`config.mk`:
```
export PLATFORM = sky130hd
export DESIGN_NAME = game_timer
export DESIGN_NICKNAME = d
export VERILOG_FILES = /design/src/rtl/game_timer_pkg.sv /design/src/rtl/game_timer_bcd2_sat_addsub.sv /design/src/rtl/game_timer.sv
export SDC_FILE = /design/constraint.sdc
export NUM_CORES = 1
export LEC_CHECK = 0
export CAP_MARGIN = 20
export CORE_MARGIN = 4
export CORE_UTILIZATION = 40
export CTS_CLUSTER_DIAMETER = 200
export CTS_CLUSTER_SIZE = 10
export DETAILED_ROUTE_END_ITERATION = 8
export DONT_BUFFER_PORTS = 1
export SLEW_MARGIN = 20
export SYNTH_ARGS = -nofsm -noshare
export SYNTH_HDL_FRONTEND = slang
export SYNTH_SLANG_ARGS = --single-unit
```
`constraint.sdc`:
```
create_clock -name clk -period 12.13 [get_ports clk]
set_clock_uncertainty 0.2 [all_clocks]
set_input_delay 1.213 -clock clk [delete_from_list [all_inputs] [get_ports clk]]
set_output_delay 1.213 -clock clk [all_outputs]
set_load 0.01 [all_outputs]
```
`src/rtl/game_timer_pkg.sv`:
```
// game_timer_pkg: shared types, constants and BCD helper functions for the
// game countdown timer and the score block.
//   timer_state_t : countdown FSM states
//   bcd2_t        : two BCD digits, [1] = tens, [0] = units
//   MAX_BCD       : saturation value for two-digit BCD (99)
package game_timer_pkg;

    typedef enum logic [1:0] {RUNNING, FROZEN, EXPIRED} timer_state_t;

    typedef logic [1:0][3:0] bcd2_t;

    localparam bcd2_t MAX_BCD = 8'h99;

    // Non-decimal nibbles are treated as 9.
    function automatic logic [3:0] clamp_digit(input logic [3:0] d);
        return (d > 4'd9) ? 4'd9 : d;
    endfunction

    function automatic logic [7:0] bcd2_to_bin(input bcd2_t v);
        return 8'(v[1]) * 8'd10 + 8'(v[0]);
    endfunction

    // Caller guarantees b <= 99.
    function automatic bcd2_t bin_to_bcd2(input logic [7:0] b);
        return {4'(b / 8'd10), 4'(b % 8'd10)};
    endfunction

endpackage

```
`src/rtl/game_timer_bcd2_sat_addsub.sv`:
```
// bcd2_sat_addsub: combinational two-digit BCD "decrement then add" with
// saturation at 00 (decrement) and 99 (add).
//   value  : current BCD value
//   dec    : subtract one before the add (no-op at 00)
//   addend : BCD amount to add; digits above 9 are clamped to 9
//   result : min(max(value - dec, 0) + addend, 99) in BCD
//   zero   : result is 00
module bcd2_sat_addsub
    import game_timer_pkg::*;
(
    input  logic [1:0][3:0] value,
    input  logic            dec,
    input  logic [1:0][3:0] addend,
    output logic [1:0][3:0] result,
    output logic            zero
);

    logic [7:0] val_bin;
    logic [7:0] add_bin;
    logic [7:0] base_bin;
    logic [7:0] sum_bin;

    // Work in binary: both operands are at most 99, so the sum fits in 8 bits.
    always_comb begin
        val_bin  = bcd2_to_bin({clamp_digit(value[1]), clamp_digit(value[0])});
        add_bin  = bcd2_to_bin({clamp_digit(addend[1]), clamp_digit(addend[0])});
        base_bin = (dec && (val_bin != 8'd0)) ? (val_bin - 8'd1) : val_bin;
        sum_bin  = base_bin + add_bin;
        result   = (sum_bin > 8'd99) ? MAX_BCD : bin_to_bcd2(sum_bin);
        zero     = (result == '0);
    end

endmodule

```
`src/rtl/game_timer.sv`:
```
// game_timer: two-digit BCD countdown driven by startOfFrame, with bonus-time
// addition, sticky out-of-time flag, low-time warning and warning blink.
//   clk, resetN    : clock, synchronous active-low reset
//   startOfFrame   : one-clk pulse per video frame
//   player_active  : low freezes the countdown
//   add_time       : one-clk bonus request, amount on time_to_add (BCD)
//   time_digits    : current time, BCD [1]=tens [0]=units
//   out_of_time    : sticky expiry flag
//   low_time       : running with 0 < time < WARN_SECS
//   blink          : toggles every BLINK_FRAMES frames while low_time
module game_timer
    import game_timer_pkg::*;
#(
    parameter int unsigned FRAMES_PER_SEC = 30,
    parameter int unsigned INIT_TIME      = 99,
    parameter int unsigned WARN_SECS      = 10,
    parameter int unsigned BLINK_FRAMES   = 8
) (
    input  logic            clk,
    input  logic            resetN,
    input  logic            startOfFrame,
    input  logic            player_active,
    input  logic            add_time,
    input  logic [1:0][3:0] time_to_add,
    output logic [1:0][3:0] time_digits,
    output logic            out_of_time,
    output logic            low_time,
    output logic            blink
);

    localparam int unsigned DIV_W   = (FRAMES_PER_SEC > 1) ? $clog2(FRAMES_PER_SEC) : 1;
    localparam int unsigned BLINK_W = (BLINK_FRAMES > 1) ? $clog2(BLINK_FRAMES) : 1;
    localparam logic [DIV_W-1:0]   DIV_LAST   = DIV_W'(FRAMES_PER_SEC - 1);
    localparam logic [BLINK_W-1:0] BLINK_LAST = BLINK_W'(BLINK_FRAMES - 1);
    localparam bcd2_t INIT_BCD = {4'(INIT_TIME / 10), 4'(INIT_TIME % 10)};
    localparam timer_state_t INIT_STATE = (INIT_TIME == 0) ? EXPIRED : RUNNING;

    timer_state_t       state, state_next;
    logic [DIV_W-1:0]   div_cnt, div_next;
    logic [BLINK_W-1:0] blink_cnt, blink_cnt_next;
    bcd2_t              addend, sum, time_next;
    logic               sum_zero;
    logic               tick, add_en;
    logic               out_of_time_next, low_time_next, blink_next;
    logic [7:0]         time_next_bin;

    always_comb begin
        tick   = (state == RUNNING) && startOfFrame && (div_cnt == DIV_LAST);
        add_en = add_time && (state != EXPIRED);
        addend = add_en ? bcd2_t'(time_to_add) : '0;
    end

    bcd2_sat_addsub u_addsub (
        .value  (time_digits),
        .dec    (tick),
        .addend (addend),
        .result (sum),
        .zero   (sum_zero)
    );

    // State register
    always_ff @(posedge clk) begin
        if (!resetN) begin
            state <= INIT_STATE;
        end else begin
            state <= state_next;
        end
    end

    // Next-state logic; expiry needs the tick to land on 00 with no bonus,
    // which sum_zero already captures because the bonus is folded into sum.
    always_comb begin
        state_next = state;
        case (state)
            RUNNING: begin
                if (tick && sum_zero) begin
                    state_next = EXPIRED;
                end else if (!player_active) begin
                    state_next = FROZEN;
                end
            end
            FROZEN: begin
                if (player_active) begin
                    state_next = RUNNING;
                end
            end
            EXPIRED: state_next = EXPIRED;
            default: state_next = RUNNING;
        endcase
    end

    // Output / datapath next values. Flags are derived from the next state
    // and next time so they line up with the registered time_digits.
    always_comb begin
        time_next = (tick || add_en) ? sum : time_digits;

        div_next = div_cnt;
        if ((state == RUNNING) && startOfFrame) begin
            div_next = tick ? '0 : div_cnt + DIV_W'(1);
        end

        time_next_bin    = bcd2_to_bin(time_next);
        out_of_time_next = (state_next == EXPIRED);
        low_time_next    = (state_next == RUNNING) && (time_next_bin != 8'd0)
                           && (32'(time_next_bin) < WARN_SECS);

        blink_cnt_next = blink_cnt;
        blink_next     = blink;
        if (!low_time_next) begin
            blink_cnt_next = '0;
            blink_next     = 1'b0;
        end else if (startOfFrame) begin
            if (blink_cnt == BLINK_LAST) begin
                blink_cnt_next = '0;
                blink_next     = ~blink;
            end else begin
                blink_cnt_next = blink_cnt + BLINK_W'(1);
            end
        end
    end

    always_ff @(posedge clk) begin
        if (!resetN) begin
            div_cnt     <= '0;
            blink_cnt   <= '0;
            time_digits <= INIT_BCD;
            out_of_time <= (INIT_TIME == 0);
            low_time    <= 1'b0;
            blink       <= 1'b0;
        end else begin
            div_cnt     <= div_next;
            blink_cnt   <= blink_cnt_next;
            time_digits <= time_next;
            out_of_time <= out_of_time_next;
            low_time    <= low_time_next;
            blink       <= blink_next;
        end
    end

endmodule
```
==> flow_summary.ini, run 1 <==
[synthesis]
synth_cell_types = 73
synth_compound_area_share_pct = 27.0
yosysWarningCount = 0
syn-cell-area_mm2 = 0.00330
synth_top_family_by_area = compound AO/OA/AOI/OAI gates
synth_xor_area_share_pct = 7.62
yosys.area.top_type = dfxtp_1
synth-main-ff-cell = dfxtp_1
synthMuxAreaShare_pct = 4.10
synth_edf_count = 0
ys_ff_latch = 21
synthAdderAreaFrac_pct = 17.4
seq_area_frac_synth_pct = 12.7
syn_area_per_cell_um2 = 7.52
synth_nets = 492
synth_top_area_share_pct = 12.7
synth.area.top_cells = dfxtp_1, ha_1, nor2_1, nand2_1, fa_1
synthSimpleGateAreaFrac_pct = 25.9
synthArstFlopShare_pct = 0
synthCells = 439

[global_routing]
track_usage_pct = 17.5
overflow = 0
grt_max_degree = 25
grt_pass1_vias = 2986
grt_pass1_wl_um = 14400
antenna_found_initial = 0

[finish]
drive_above_1_share_pct = 4.72
final_cell_mix = nor2_1, nand2_1, ha_1
layout_commonest_cell = nor2_1
diodes = 0
fin_util_pct = 43.1
fin_area_mm2 = 0.00340
synthToLayoutAreaGrowth_pct = 2.96
nets = 478

[sta]
tightest_slew_ps = 1040
tns_ps = 0
slew_headroom_pct = 29.9
layout_setup_ws_ps = 2050
rsz0062_at_grt = no
max_freq_mhz = 99.2
fin_crit_ps = 10080
finalCritPeriodShare_pct = 83.1
slew_violations = 0
setup_viol = 0
hold_viol_final = 0

[route]
drt_iter0_markers = 198
first_pass_iters = 6
vias = 3178
wl_per_cell_um = 16.1
drtAntennaViolNets = 0
drt-total-wl_um = 8490
viasPerCell = 6.04
drc = 0

[cts]
cts_setup_buffers = 0
cts_resized = 0
clk_latency_ps = 260
hold_buffers = 0
cts-root-buf = clkbuf_8
cts_sinks = 21
cts_buffers = 3
clock_path_buffers = 2
cts.clk_slew.worst_paths_ps = 80
h-tree-depth = 1
cts_tree = built

[setup_path]
critical_path_required_ps = 12140
slowest_stage = or4_1
critPathLaunchType = register
worstPathArrival_ps = 10090
cp.depth = 35
crit_type = register to register
cp_num_buf_inv = 2
crit_fanout = 10
crit_start = time_digits[7]
crit_top_cell = ha_1
r2r-end = blink_cnt[0]
r2r-start = time_digits[7]
endpoint_kind = register
cpPeakStageDelay_ps = 700
r2r_slack_ps = 2050
reg2reg_depth = 35
crit_family = compound AO/OA/AOI/OAI gates

[die]
start_util_pct = 41.8
fp.coreArea_mm2 = 0.00789
die_area_mm2 = 0.00977
placementRows = 32
die_y_um = 98.8
ioPinCount = 24
die_w_um = 98.8

[outcome]
status = finished, final reports clean

[run]
maxCapViolations = 0

[hold_path]
hold_path_depth = 2
hp-class = register to register
min_to = div_cnt[4]
min_from = div_cnt[4]

[placed_design]
io_buffer_count = 0
gp_congestion = 0.910
hpwl_um = 6760
postPlaceCellArea_mm2 = 0.00335
post-place-ws_ps = 2080
==> worst max-delay path by stage <==
stage / endpoint / slack, ps
after CTS: blink_cnt[0] / 2080
after floorplan: blink / 3070
after global routing: blink_cnt[1] / 1300
final: blink_cnt[0] / 2050
after detailed placement: blink_cnt[0] / 2080
after global placement: blink_cnt[1] / 2320
==> registers in the layout, summed over array words and instances, names as in the netlist <==
name / flops
blink: 1
blink_cnt: 3
div_cnt: 5
low_time: 1
out_of_time: 1
state: 2
time_digits: 8
==> kinds of logic (layout without fill, tap and decap cells) <==
family,count (synthesis),in the layout
mux,11,11
flops,21,21
xor+xnor,27,27
buf+inv,43,28
simple gates,169,169
fa+ha+maj,42,42
compound gates,124,124
other cells,2,2
==> worst register-to-register path, delay by kind of cell, from the launching register on <==
kind	cells	cell delay, ps
adder cells (fa/ha/maj)	9	2980
AO/OA/AOI/OAI	13	3260
multiplexers	1	470
XOR/XNOR	2	520
flip-flops	1	550
buffers and inverters	2	90
AND/OR/NAND/NOR	8	1940
==> layout make-up <==
type / count / area, um2
clock buffer: 3 / 41.3
clock inverter: 1 / 5.00
multi-input combinational: 375 / 2710
inverter: 24 / 90.1
fill: 780 / 4490
sequential: 21 / 420
tap: 102 / 128
==> synth_stat cells, types with 3 or more instances <==
| master | n |
|---|---|
| nor2_1 | 49 |
| nand2_1 | 40 |
| ha_1 | 33 |
| a21oi_1 | 24 |
| inv_1 | 24 |
| dfxtp_1 | 21 |
| o21ai_0 | 19 |
| clkbuf_1 | 17 |
| a211oi_1 | 16 |
| nand3_1 | 15 |
| xnor2_1 | 15 |
| xor2_1 | 11 |
| nand2b_1 | 9 |
| and2_1 | 8 |
| and3_1 | 8 |
| fa_1 | 7 |
| nor2b_1 | 7 |
| nor3_1 | 7 |
| a31oi_1 | 6 |
| mux2i_1 | 6 |
| nand4_1 | 5 |
| o21a_1 | 5 |
| o211ai_1 | 4 |
| o22ai_1 | 4 |
| a2111oi_0 | 3 |
| a211o_1 | 3 |
| a21o_1 | 3 |
| a22o_1 | 3 |
| a311oi_1 | 3 |
| a32oi_1 | 3 |
| and4_1 | 3 |
| o2111ai_1 | 3 |
| o211a_1 | 3 |
| o32ai_1 | 3 |
| or3_1 | 3 |
==> stage by stage <==
step	hold WS, ps	cells
after floorplan	267	439
after global placement	282	522
after detailed placement	297	522
after CTS	318	526
after global routing	351	526
final	312	526
==> routing by layer <==
layer	track usage, %	routed length (um)	part of all wire [%]	vias to the layer above
li1	-	-	-	1592
met5	0	0	0	-
met3	2.19	323	3.8	6
met2	29.4	4010	47	80
met1	24.2	4080	48	1500
met4	2.73	71	0.84	0
Power of run 1 is not shown: default switching activity piles up to over one toggle a cycle in this logic, so the estimate is an artifact.
==> run 2: changes to the inputs <==
--- a/config.mk
+++ b/config.mk
@@ -5,6 +5,7 @@
 export SDC_FILE = /design/constraint.sdc
 export NUM_CORES = 1
 export LEC_CHECK = 0
+export ABC_AREA = 1
 export CAP_MARGIN = 20
 export CORE_MARGIN = 4
 export CORE_UTILIZATION = 40
==> constraint.sdc (replaced) <==
create_clock -name clk -period 10.2 [get_ports clk]
set_clock_uncertainty 0.2 [all_clocks]
set_input_delay 1.02 -clock clk [delete_from_list [all_inputs] [get_ports clk]]
set_output_delay 1.02 -clock clk [all_outputs]
set_load 0.01 [all_outputs]
==> flow_summary.ini, run 2 <==
[outcome]
status = finished, final reports clean

[sta]
rsz0062_at_grt = no
finalCritPeriodShare_pct = 87.2
setup_viol = 0
max_freq_mhz = 112
slew_violations = 0
tns_ps = 0
fin_crit_ps = 8890
hold_viol_final = 0
timing.hold.ws_ps = 329

[die]
die_area_mm2 = 0.00845
die_w_um = 91.9
start_util_pct = 41.2
die_y_um = 91.9
placementRows = 30
fp.coreArea_mm2 = 0.00683
ioPinCount = 24

[cts]
clk_latency_ps = 260
cts.clk_slew.worst_paths_ps = 80
cts_sinks = 21
clock_path_buffers = 2
cts_setup_buffers = 0
h-tree-depth = 1
cts_tree = built
cts_resized = 0
hold_buffers = 0
cts-root-buf = clkbuf_8
cts_buffers = 3

[finish]
regMostFlops = time_digits
final_cell_mix = inv_1, nand2_1, nor2_1
nets = 476
num-fill-cells = 713
largest_reg_flops = 8
drive_above_1_share_pct = 13.5
synthToLayoutAreaGrowth_pct = 5.73
reg_top3 = time_digits (8), div_cnt (5), blink_cnt (3)
diodes = 0

[route]
viasPerCell = 4.75
top_layer_used = met4
route.met2.wl_um = 2830
drt-total-wl_um = 5760
drtAntennaViolNets = 0
drt-met1-wl_um = 2710
drc = 0
first_pass_iters = 4
vias = 2463
wl_per_cell_um = 11.1
drt_iter0_markers = 54
wl_met3_um = 129

[global_routing]
antenna_found_initial = 0
grt_max_degree = 12
overflow = 0
grt_pass1_wl_um = 10600
grt_pass1_vias = 2488
track_usage_pct = 14.8

[synthesis]
synthArstFlopShare_pct = 0
synthCells = 419
yosys.area.top_type = dfxtp_1
synth_nets = 472
ys_ff_latch = 21
synth_top_area_share_pct = 14.9
syn_area_per_cell_um2 = 6.72
synth.area.top_cells = dfxtp_1, ha_1, inv_1, nand2_1, fa_1
seq_area_frac_synth_pct = 14.9
synth-main-ff-cell = dfxtp_1
syn-cell-area_mm2 = 0.00282
synth_cell_types = 44
synth_edf_count = 0
synthTopCellsByCount = inv_1, nand2_1, nor2_1
yosysWarningCount = 0

[setup_path]
critPathLaunchType = register
crit_family = simple AND/OR/NAND/NOR gates
cpPeakStageDelay_ps = 480
worstPathArrival_ps = 8890
crit_top_cell = inv_1
reg2reg_depth = 57
crit_type = register to register
slowest_stage = fa_1
cp_num_buf_inv = 10
critical_path_required_ps = 10200
endpoint_kind = register
cp.depth = 57
crit_fanout = 7

[placed_design]
hpwl_um = 5060
gp_congestion = 0.815
io_buffer_count = 0

[hold_path]
hold_path_depth = 2
hp-class = register to register

[run]
maxCapViolations = 0
## run 2: cells by family (layout without fill, tap and decap cells)
logic type / after synthesis / in the layout / share of synthesized area, %
simple gates: 203 / 203 / 36.7
buf+inv: 87 / 90 / 11.6
compound gates: 44 / 44 / 9.68
fa+ha+maj: 40 / 40 / 19.6
flops: 21 / 21 / 14.9
xor+xnor: 20 / 20 / 6.49
other cells: 2 / 2 / 0.267
mux: 2 / 2 / 0.711
## run 2: final timing paths
kind / start / endpoint / slack [ps]
worst max-delay path: time_digits[5] / blink_cnt[1] / 1310
worst min-delay path: div_cnt[0] / div_cnt[0] / 330
worst max register to register: time_digits[5] / blink_cnt[1] / 1310
worst min register to register: div_cnt[0] / div_cnt[0] / 330
## run 2: metrics by stage
stage	area, um2	cells	setup slack (ps)	utilization (%)
2_1_floorplan	2820	419	2290	-
3_5_place_dp	2930	514	1310	42.9
4_1_cts	2980	518	1270	43.6
6_report	2980	518	1310	43.6
3_3_place_gp	2930	514	1440	42.9
5_1_grt	2980	518	272	43.6
## run 2: metal layers
| metal | vias up | track usage (%) |
|---|---|---|
| li1 | 1335 | - |
| met1 | 1096 | 18.5 |
| met2 | 21 | 26.9 |
| met3 | 11 | 1.89 |
| met4 | 0 | 3.47 |
| met5 | - | 0 |
## run 2: cell type report
| cell class | instances | area (um2) | share of cell area [%] |
|---|---|---|---|
| flip-flops and latches | 21 | 420 | 14.1 |
| well taps | 96 | 120 | 4.03 |
| inverters | 86 | 323 | 10.8 |
| multi-input cells | 311 | 2070 | 69.5 |
| clock buffers | 4 | 45.0 | 1.51 |
## run 2: worst register-to-register path, delay by kind of cell (launching register included)
| family | cells | cell delay [ps] |
|---|---|---|
| buffers and inverters | 10 | 750 |
| adder cells (fa/ha/maj) | 7 | 2420 |
| flip-flops | 1 | 420 |
| AO/OA/AOI/OAI | 5 | 1060 |
| AND/OR/NAND/NOR | 32 | 3460 |
| XOR/XNOR | 3 | 510 |
Power of run 2 is left out for the same reason.
